## src/rtl/llbit_reservation_table_pkg.sv

```systemverilog
// Shared encodings and defaults for the ll/sc reservation table.
// Timed expiry of reservations is enabled by defining LL_TIMEOUT_EN.
package llbit_reservation_table_pkg;

    localparam int unsigned LlGranLsb = 2;

    typedef enum logic {
        LlZero  = 1'b0,
        LlValid = 1'b1
    } llbit_e;

    // Channel-id width; a single-channel table still carries a 1-bit tid.
    function automatic int unsigned ll_tid_w(input int unsigned num_ch);
        return (num_ch > 1) ? $clog2(num_ch) : 1;
    endfunction

endpackage

```

## src/rtl/llbit_reservation_table_entry.sv

```systemverilog
// One channel's link reservation: valid bit, granule address and, with LL_TIMEOUT_EN,
// an expiry counter. Clear/set/snoop inputs arrive already decoded from the top level.
module llbit_entry
    import llbit_reservation_table_pkg::*;
#(
`ifdef LL_TIMEOUT_EN
    parameter int unsigned TIMEOUT = 255,
    parameter int unsigned CNT_W   = 8,
`endif
    parameter int unsigned GRAN_W  = 30
) (
    input  logic              clk,
    input  logic              rst,
    input  logic              excpt_clr,
    input  logic              ll_set,
    input  logic [GRAN_W-1:0] ll_gran,
    input  logic              sc_clr,
    input  logic              snoop_hit,
    output logic              valid,
    output logic [GRAN_W-1:0] gran
);

    llbit_e            valid_q, valid_d;
    logic [GRAN_W-1:0] gran_q;
`ifdef LL_TIMEOUT_EN
    logic [CNT_W-1:0]  cnt_q, cnt_d;
`endif

    always_comb begin
        valid_d = valid_q;
`ifdef LL_TIMEOUT_EN
        cnt_d   = cnt_q;
`endif
        if (excpt_clr) begin
            valid_d = LlZero;
        end else if (ll_set) begin
            valid_d = LlValid;
`ifdef LL_TIMEOUT_EN
            cnt_d   = '0;
`endif
        end else if (sc_clr || snoop_hit) begin
            valid_d = LlZero;
`ifdef LL_TIMEOUT_EN
        end else if (valid_q == LlValid) begin
            // Last live cycle is when the counter reads TIMEOUT-1.
            if (cnt_q == CNT_W'(TIMEOUT - 1)) begin
                valid_d = LlZero;
            end else begin
                cnt_d = cnt_q + CNT_W'(1);
            end
`endif
        end
    end

    always_ff @(posedge clk) begin
        if (rst) begin
            valid_q <= LlZero;
`ifdef LL_TIMEOUT_EN
            cnt_q   <= '0;
`endif
        end else begin
            valid_q <= valid_d;
`ifdef LL_TIMEOUT_EN
            cnt_q   <= cnt_d;
`endif
        end
    end

    // Address is only meaningful while valid, so it needs no reset.
    always_ff @(posedge clk) begin
        if (ll_set) begin
            gran_q <= ll_gran;
        end
    end

    assign valid = (valid_q == LlValid);
    assign gran  = gran_q;

endmodule

```

## src/rtl/llbit_reservation_table.sv

```systemverilog
// Per-channel ll/sc link reservation table: tid decode, granule compare, sc_ok and rllbit.
// Define LL_TIMEOUT_EN to make reservations expire TIMEOUT cycles after the ll.
module llbit_reservation_table
    import llbit_reservation_table_pkg::*;
#(
    parameter int unsigned NUM_CH   = 2,
    parameter int unsigned ADDR_W   = 32,
    parameter int unsigned GRAN_LSB = LlGranLsb,
    parameter int unsigned TIMEOUT  = 255,
    parameter int unsigned CNT_W    = 8,
    localparam int unsigned TidW    = ll_tid_w(NUM_CH)
) (
    input  logic              clk,
    input  logic              rst,
    input  logic              ll_valid,
    input  logic [TidW-1:0]   ll_tid,
    input  logic [ADDR_W-1:0] ll_addr,
    input  logic              sc_valid,
    input  logic [TidW-1:0]   sc_tid,
    input  logic [ADDR_W-1:0] sc_addr,
    output logic              sc_ok,
    input  logic              st_valid,
    input  logic [TidW-1:0]   st_tid,
    input  logic [ADDR_W-1:0] st_addr,
    input  logic              excpt,
    input  logic [TidW-1:0]   excpt_tid,
    output logic [NUM_CH-1:0] rllbit
);

    localparam int unsigned GranW = ADDR_W - GRAN_LSB;

    if (TIMEOUT < 1 || TIMEOUT >= (64'd1 << CNT_W) || GRAN_LSB >= ADDR_W) begin : g_param_err
        $error("llbit_reservation_table: bad TIMEOUT/CNT_W/GRAN_LSB");
    end

    logic [NUM_CH-1:0] ll_hit, sc_hit, st_hit, ex_hit, valid, snoop_hit;
    logic [GranW-1:0]  gran [NUM_CH];
    logic              st_tid_ok;
    logic              unused_addr_lsbs;

    // A tid with no matching channel decodes to all-zero and is thereby ignored.
    always_comb begin
        for (int i = 0; i < NUM_CH; i++) begin
            ll_hit[i] = ll_valid && (ll_tid == TidW'(i));
            sc_hit[i] = sc_valid && (sc_tid == TidW'(i));
            st_hit[i] = st_valid && (st_tid == TidW'(i));
            ex_hit[i] = excpt && (excpt_tid == TidW'(i));
        end
        st_tid_ok = |st_hit;
    end

    always_comb begin
        sc_ok = 1'b0;
        for (int i = 0; i < NUM_CH; i++) begin
            if (sc_hit[i] && valid[i] && (gran[i] == sc_addr[ADDR_W-1:GRAN_LSB])) begin
                sc_ok = 1'b1;
            end
        end
        if (rst) begin
            sc_ok = 1'b0;
        end
    end

    for (genvar i = 0; i < NUM_CH; i++) begin : g_entry
        logic st_snoop, sc_snoop;

        // A successful sc behaves as a store towards every other channel.
        assign st_snoop = st_tid_ok && !st_hit[i] && (gran[i] == st_addr[ADDR_W-1:GRAN_LSB]);
        assign sc_snoop = sc_ok && !sc_hit[i] && (gran[i] == sc_addr[ADDR_W-1:GRAN_LSB]);
        assign snoop_hit[i] = valid[i] && (st_snoop || sc_snoop);

        llbit_entry #(
`ifdef LL_TIMEOUT_EN
            .TIMEOUT (TIMEOUT),
            .CNT_W   (CNT_W),
`endif
            .GRAN_W  (GranW)
        ) u_entry (
            .clk       (clk),
            .rst       (rst),
            .excpt_clr (ex_hit[i]),
            .ll_set    (ll_hit[i]),
            .ll_gran   (ll_addr[ADDR_W-1:GRAN_LSB]),
            .sc_clr    (sc_hit[i]),
            .snoop_hit (snoop_hit[i]),
            .valid     (valid[i]),
            .gran      (gran[i])
        );
    end

    assign rllbit = valid;

    // Sub-granule address bits take no part in matching.
    assign unused_addr_lsbs = ^{ll_addr, sc_addr, st_addr};

endmodule

```

## config.mk

```make
export PLATFORM = sky130hd
export DESIGN_NAME = llbit_reservation_table
export DESIGN_NICKNAME = d
export VERILOG_FILES = /design/src/rtl/llbit_reservation_table_pkg.sv /design/src/rtl/llbit_reservation_table_entry.sv /design/src/rtl/llbit_reservation_table.sv
export SDC_FILE = /design/constraint.sdc
export NUM_CORES = 1
export LEC_CHECK = 0
export ABC_AREA = 1
export ABC_CLOCK_PERIOD_IN_PS = 5800
export BUFFER_PORTS_ARGS = -buffer_cell sky130_fd_sc_hd__buf_2
export CAP_MARGIN = 5
export CORE_ASPECT_RATIO = 1.4
export CORE_MARGIN = 4
export CORE_UTILIZATION = 53
export DETAILED_ROUTE_END_ITERATION = 10
export PLACE_DENSITY = 0.82
export REMOVE_ABC_BUFFERS = 1
export SLEW_MARGIN = 20
export SYNTH_ARGS = -nofsm -noshare
export SYNTH_HDL_FRONTEND = slang
export SYNTH_HIERARCHICAL = 1
export SYNTH_SLANG_ARGS = --single-unit
```

## constraint.sdc

```tcl
create_clock -name clk -period 5.8 [get_ports clk]
set_clock_uncertainty 0.2 [all_clocks]
set_input_delay 0.58 -clock clk [delete_from_list [all_inputs] [get_ports clk]]
set_output_delay 0.58 -clock clk [all_outputs]
set_load 0.02 [all_outputs]
```

# Word level (Yosys, flattened, before mapping)
# Cells that the tools add are included.
[op_classes] reduce_logical=35 n_addsub=0 n_lt_le_gt_ge=0 n_mux=7 n_eq_ne=4 n_bitwise=4 n_shift=0 n_div=0 mul=0
[ops] op="$eq 30x30->1" n=4
[ops] op="$logic_and 1x1->1" n=22
[ops] op="$mux 1" n=7
[ops] op="$reduce_or 2->1" n=3
[ops] op="$logic_not 1->1" n=4
[ops] op="$logic_or 1x1->1" n=4
[ops] op="$not 1->1" n=4
[ops] op="$reduce_bool 2->1" n=2
[totals] latch_bits=0 ram_bits=0 out_inout_bits=3 inputBits=106 wordCells=54 romBits=0 memories=0 register_bits=62

# Longest topological paths before layout
[depth] word_depth=14 depth_mapped=14

# Cells and area by module
# The synthesis kept the hierarchy.
[modules_own_cells] mod="llbit_entry" cells_each=37 instances=2 area_per_inst_um2=952.2 seq_area_each_um2=920.9
[modules_own_cells] mod="llbit_reservation_table" cells_each=348 instances=1 area_per_inst_um2=1784.2 seq_area_each_um2=0.0

# Worst setup path before layout
# Ideal clock, no wire load.
[synth_path] path_kind="input to register" from="in ll_valid" to="reg g_entry[0].u_entry.gran_q[0], enable pin" setup_slack_ns=3.266 path_stages=2 arrival_ns=1.915 path_cell_list="inv_1 > nor2_1"
[synth_between] elab_chain_len=1
[synth_lines] item="start, declared" line="llbit_reservation_table.sv:15" text="input logic ll_valid,"
[synth_lines] item="$logic_and 1x1->1" line="llbit_reservation_table.sv:44" text="ll_hit[i] = ll_valid && (ll_tid == TidW'(i));"
[synth_lines] item="via ll_hit[0]" line="llbit_reservation_table.sv:36" text="logic [NUM_CH-1:0] ll_hit, sc_hit, st_hit, ex_hit, valid, snoop_hit;"
[synth_lines] item="end signal, assigned" line="llbit_reservation_table_entry.sv:72" text="gran_q <= ll_gran;"
[synth_lines] item="end, declared" line="llbit_reservation_table_entry.sv:24" text="logic [GRAN_W-1:0] gran_q;"
# The timed path passes the listed nets, and every way through them passes these cells.
# A chain may end at the register's enable or synchronous reset.

# Worst setup path in the final report
[layout_path] from="reg g_entry[1].u_entry.gran_q[19]" to="out sc_ok"
[layout_between] elab_chain_len=4
[layout_lines] item="start, declared" line="llbit_reservation_table_entry.sv:24"
[layout_lines] item="start signal, assigned" line="llbit_reservation_table_entry.sv:72"
[layout_lines] item="$eq 30x30->1" line="llbit_reservation_table.sv:55" text="if (sc_hit[i] && valid[i] && (gran[i] == sc_addr[ADDR_W-1:GRAN_LSB])) begin"
[layout_lines] item="$logic_and 1x1->1" line="llbit_reservation_table.sv:55"
[layout_lines] item="$mux 1" line="llbit_reservation_table.sv:55"
[layout_lines] item="$mux 1" line="llbit_reservation_table.sv:59" text="if (rst) begin"
[layout_lines] item="end, declared" line="llbit_reservation_table.sv:21" text="output logic sc_ok,"
# Every way passes these cells.

==> summary.md <==
| Metric | Value |
|---|---|
| Arrival @ worst endpoint | 1880 ps |
| Fill cell count | 585 |
| Critical path depth | 8 |
| DRC | 0 |
| Max Cap Viol | 0 |
| Initial Util | 55.4% |
| Worst path max stage delay | 440 ps |
| CTS tree | yes |
| Most frequent CP cell | nand2_1 |
| Worst setup EP type | output port |
| Worst Tran Pin Value | 445 ps |
| Hold Path Cell Cnt | 1 |
| Max-slew headroom | 70.3% |
| Run status | complete, no violations |
| Slowest CP cell | edfxtp_1 |
| Synth-to-layout area growth | 21.8% |
| Synthesized cell area | 0.00369 mm^2 |
| Critical path class | flip-flop to output port |
| Core area | 0.00666 mm^2 |
| Vias in the first global route | 3376 |
| Final period utilization | 45.9% |
| Fin nets | 643 |
| Root buf cell | clkbuf_8 |
| Min cycle time layout | 2660 ps |
| Final ANT Viol Nets | 0 |
| Row count | 35 |
| Finish-stage setup viols | 0 |
| # resized after CTS | 0 |
| Clock sink count | 62 |
| Placer Congestion | 0.956 |
| Initial DRC Count | 141 |
| Share of layout cells above drive strength 1 | 24.2% |
| Hold Crit Class | input pin to flip-flop |
| Overflow after GRT | 0 |
| Cts bufs inserted | 9 |
| Final Max Tran Viols | 0 |
| Yosys reg bits | 62 |
| Die height | 107 um |
| Die Width | 78.5 um |
| Skew-Pair Late Insertion Delay | 340 ps |
| CP cell instances | xnor2_1 > nand2_1 > nor2_1 > nand2_1 > nor2_2 > nand3_2 > a21oi_1 > buf_2 |
| Worst VDD drop | 0.233 mV |
| CP Launch Type | flip-flop |
| Postcts setup bufs | 0 |
| Post-synthesis cell type count | 23 |
| Max Freq | 376 MHz |
| H-tree Lvls | 3 |
| Final Hold Fails | 0 |
| Top delay family on crit path | simple AND/OR/NAND/NOR gates |
| Gate Count Post-Synth | 422 |
| Largest net degree at the start of global routing | 32 |
| Total I/O pin count | 109 |
| Number of port buffers | 102 |
| Per-cell routed wire length | 15.1 um |
| Vias | 3250 |
| Synth Warn # | 6 |
| Pwr/cell area | 233 mW/mm^2 |
| Setup TNS | 0 ps |
| DP HPWL | 7900 um |
| Syn avg cell area | 8.74 um^2 |
| Worst-case clock buffer depth | 2 |
| Required @ worst endpoint | 5020 ps |
| Die area | 0.00838 mm^2 |
| Hold-fix buffers, CTS | 0 |
| Dpl cells | 618 |
| Worst path bufs/invs | 1 |
| Non-filler cells in the finished layout | 635 |
| CTS clock-pin slew for the worst setup and hold paths | 70 ps |
| RSZ-0062 raised after global routing | false |
| DR vias/cell | 5.12 |
| GRT Util Overall | 23.7% |
| Leak pwr | 1.99 nW |
| First-pass GRT wire length | 14900 um |
| Antenna violations before repair | 1 |
| Total Wirelength | 9620 um |
| Initial DRT Pass Iterations | 4 |
| Sequential share of the synthesized area | 49.9% |
| Worst-path fanout max | 3 |
| R2R depth | 10 |
-- power by group --
part	internal, mW	switching [mW]	leakage (nW)
combinational	0.0827	0.100	1.33
clock	0.151	0.162	0.0805
sequential	0.526	0.0250	0.580
-- path summary, 6_finish.rpt --
path	start	to	slack, ps
min reg2reg	g_entry[0].u_entry/valid	g_entry[0].u_entry/valid	310
max reg2reg	g_entry[0].u_entry/gran[28]	g_entry[0].u_entry/valid	3780
min	ll_addr[13]	g_entry[0].u_entry/gran[11]	230
max	g_entry[1].u_entry/gran[19]	sc_ok	3140
-- cell usage after synthesis --
| library cell | number | share of area (%) |
|---|---|---|
| inv_1 | 69 | 7.0 |
| a21oi_1 | 1 | 0.14 |
| nor2_1 | 26 | 2.6 |
| or2_0 | 2 | 0.34 |
| nand4_1 | 4 | 0.68 |
| xnor2_1 | 50 | 12 |
| nand3_2 | 1 | 0.27 |
| nand2_2 | 1 | 0.17 |
| o22ai_1 | 13 | 2.2 |
| edfxtp_1 | 60 | 49 |
| nand3_1 | 11 | 1.5 |
| nor4_1 | 4 | 0.68 |
| nor3_1 | 11 | 1.5 |
| xor2_1 | 15 | 3.6 |
| inv_2 | 1 | 0.10 |
| a22o_1 | 1 | 0.24 |
| o221ai_1 | 1 | 0.24 |
| a21oi_2 | 4 | 0.95 |
| nor2_2 | 6 | 1.0 |
| dfxtp_1 | 2 | 1.1 |
| o21ai_0 | 12 | 1.6 |
| nand2_1 | 124 | 13 |
| o2111ai_1 | 3 | 0.71 |
-- through the flow --
stage	cell area, um^2	worst slack [ps]	power (mW)	hold slack, ps	utilization, %
finish	4490	3140	1.05	230	67.5
global route	4490	2960	1.10	215	67.5
CTS	4490	3130	1.05	225	67.4
detailed placement	4330	3250	0.743	305	65.1
global placement	4330	3250	0.735	286	65.1
floorplan	3690	3270	0.658	376	-
-- placed cells by master (no fill, tap or decap), drive strengths merged --
cell type / n
o21ai: 12
edfxtp: 60
a21oi: 5
inv: 70
nand3: 12
nand2: 125
a22o: 1
nor4: 4
clkinv: 4
nor3: 11
xor2: 15
diode: 1
o2111ai: 3
clkbuf: 11
dfxtp: 2
o221ai: 1
nor2: 32
clkinvlp: 1
o22ai: 13
buf: 104
xnor2: 50
nand4: 4
or2: 2
-- cell families (layout without fill, tap and decap cells) --
group / count (synthesis) / in the layout / share of synthesized area (%)
compound gates: 35 / 35 / 6.11
flops: 62 / 62 / 49.9
buf+inv: 70 / 190 / 7.12
other cells: 0 / 1 / 0
xor+xnor: 65 / 65 / 15.4
simple gates: 190 / 190 / 21.4
-- flip-flops by register name, summed over array words and instances, names as in the netlist --
name and cells:
g_entry.u_entry/gran 60, g_entry.u_entry/valid 2
-- worst register-to-register path: cells and delay by family (launching register included) --
family                 cells  cell delay (ps)
AO/OA/AOI/OAI              2              200
flip-flops                 1              430
XOR/XNOR                   1              330
buffers and inverters      1               50
AND/OR/NAND/NOR            6              710
-- final cells by class --
| class | instances | area, um^2 | area share (%) |
|---|---|---|---|
| Inverter | 70 | 263 | 5.85 |
| Timing Repair Buffer | 104 | 526 | 11.7 |
| Tap cell | 92 | 115 | 2.56 |
| Antenna cell | 1 | 2.50 | 0.0557 |
| Clock inverter | 5 | 26.3 | 0.585 |
| Sequential cell | 62 | 1840 | 41.0 |
| Clock buffer | 11 | 131 | 2.92 |
| Multi-Input combinational cell | 290 | 1590 | 35.3 |
-- layer usage --
metal / track usage (%) / share of wire [%] / vias to the layer above
met5: 0 / 0 / -
met4: 11.4 / 3.6 / 0
met3: 4.71 / 6.3 / 26
met2: 43.9 / 55 / 127
met1: 25.1 / 35 / 1499
li1: - / - / 1598
Note: power is estimated with default switching activity, not from simulation.
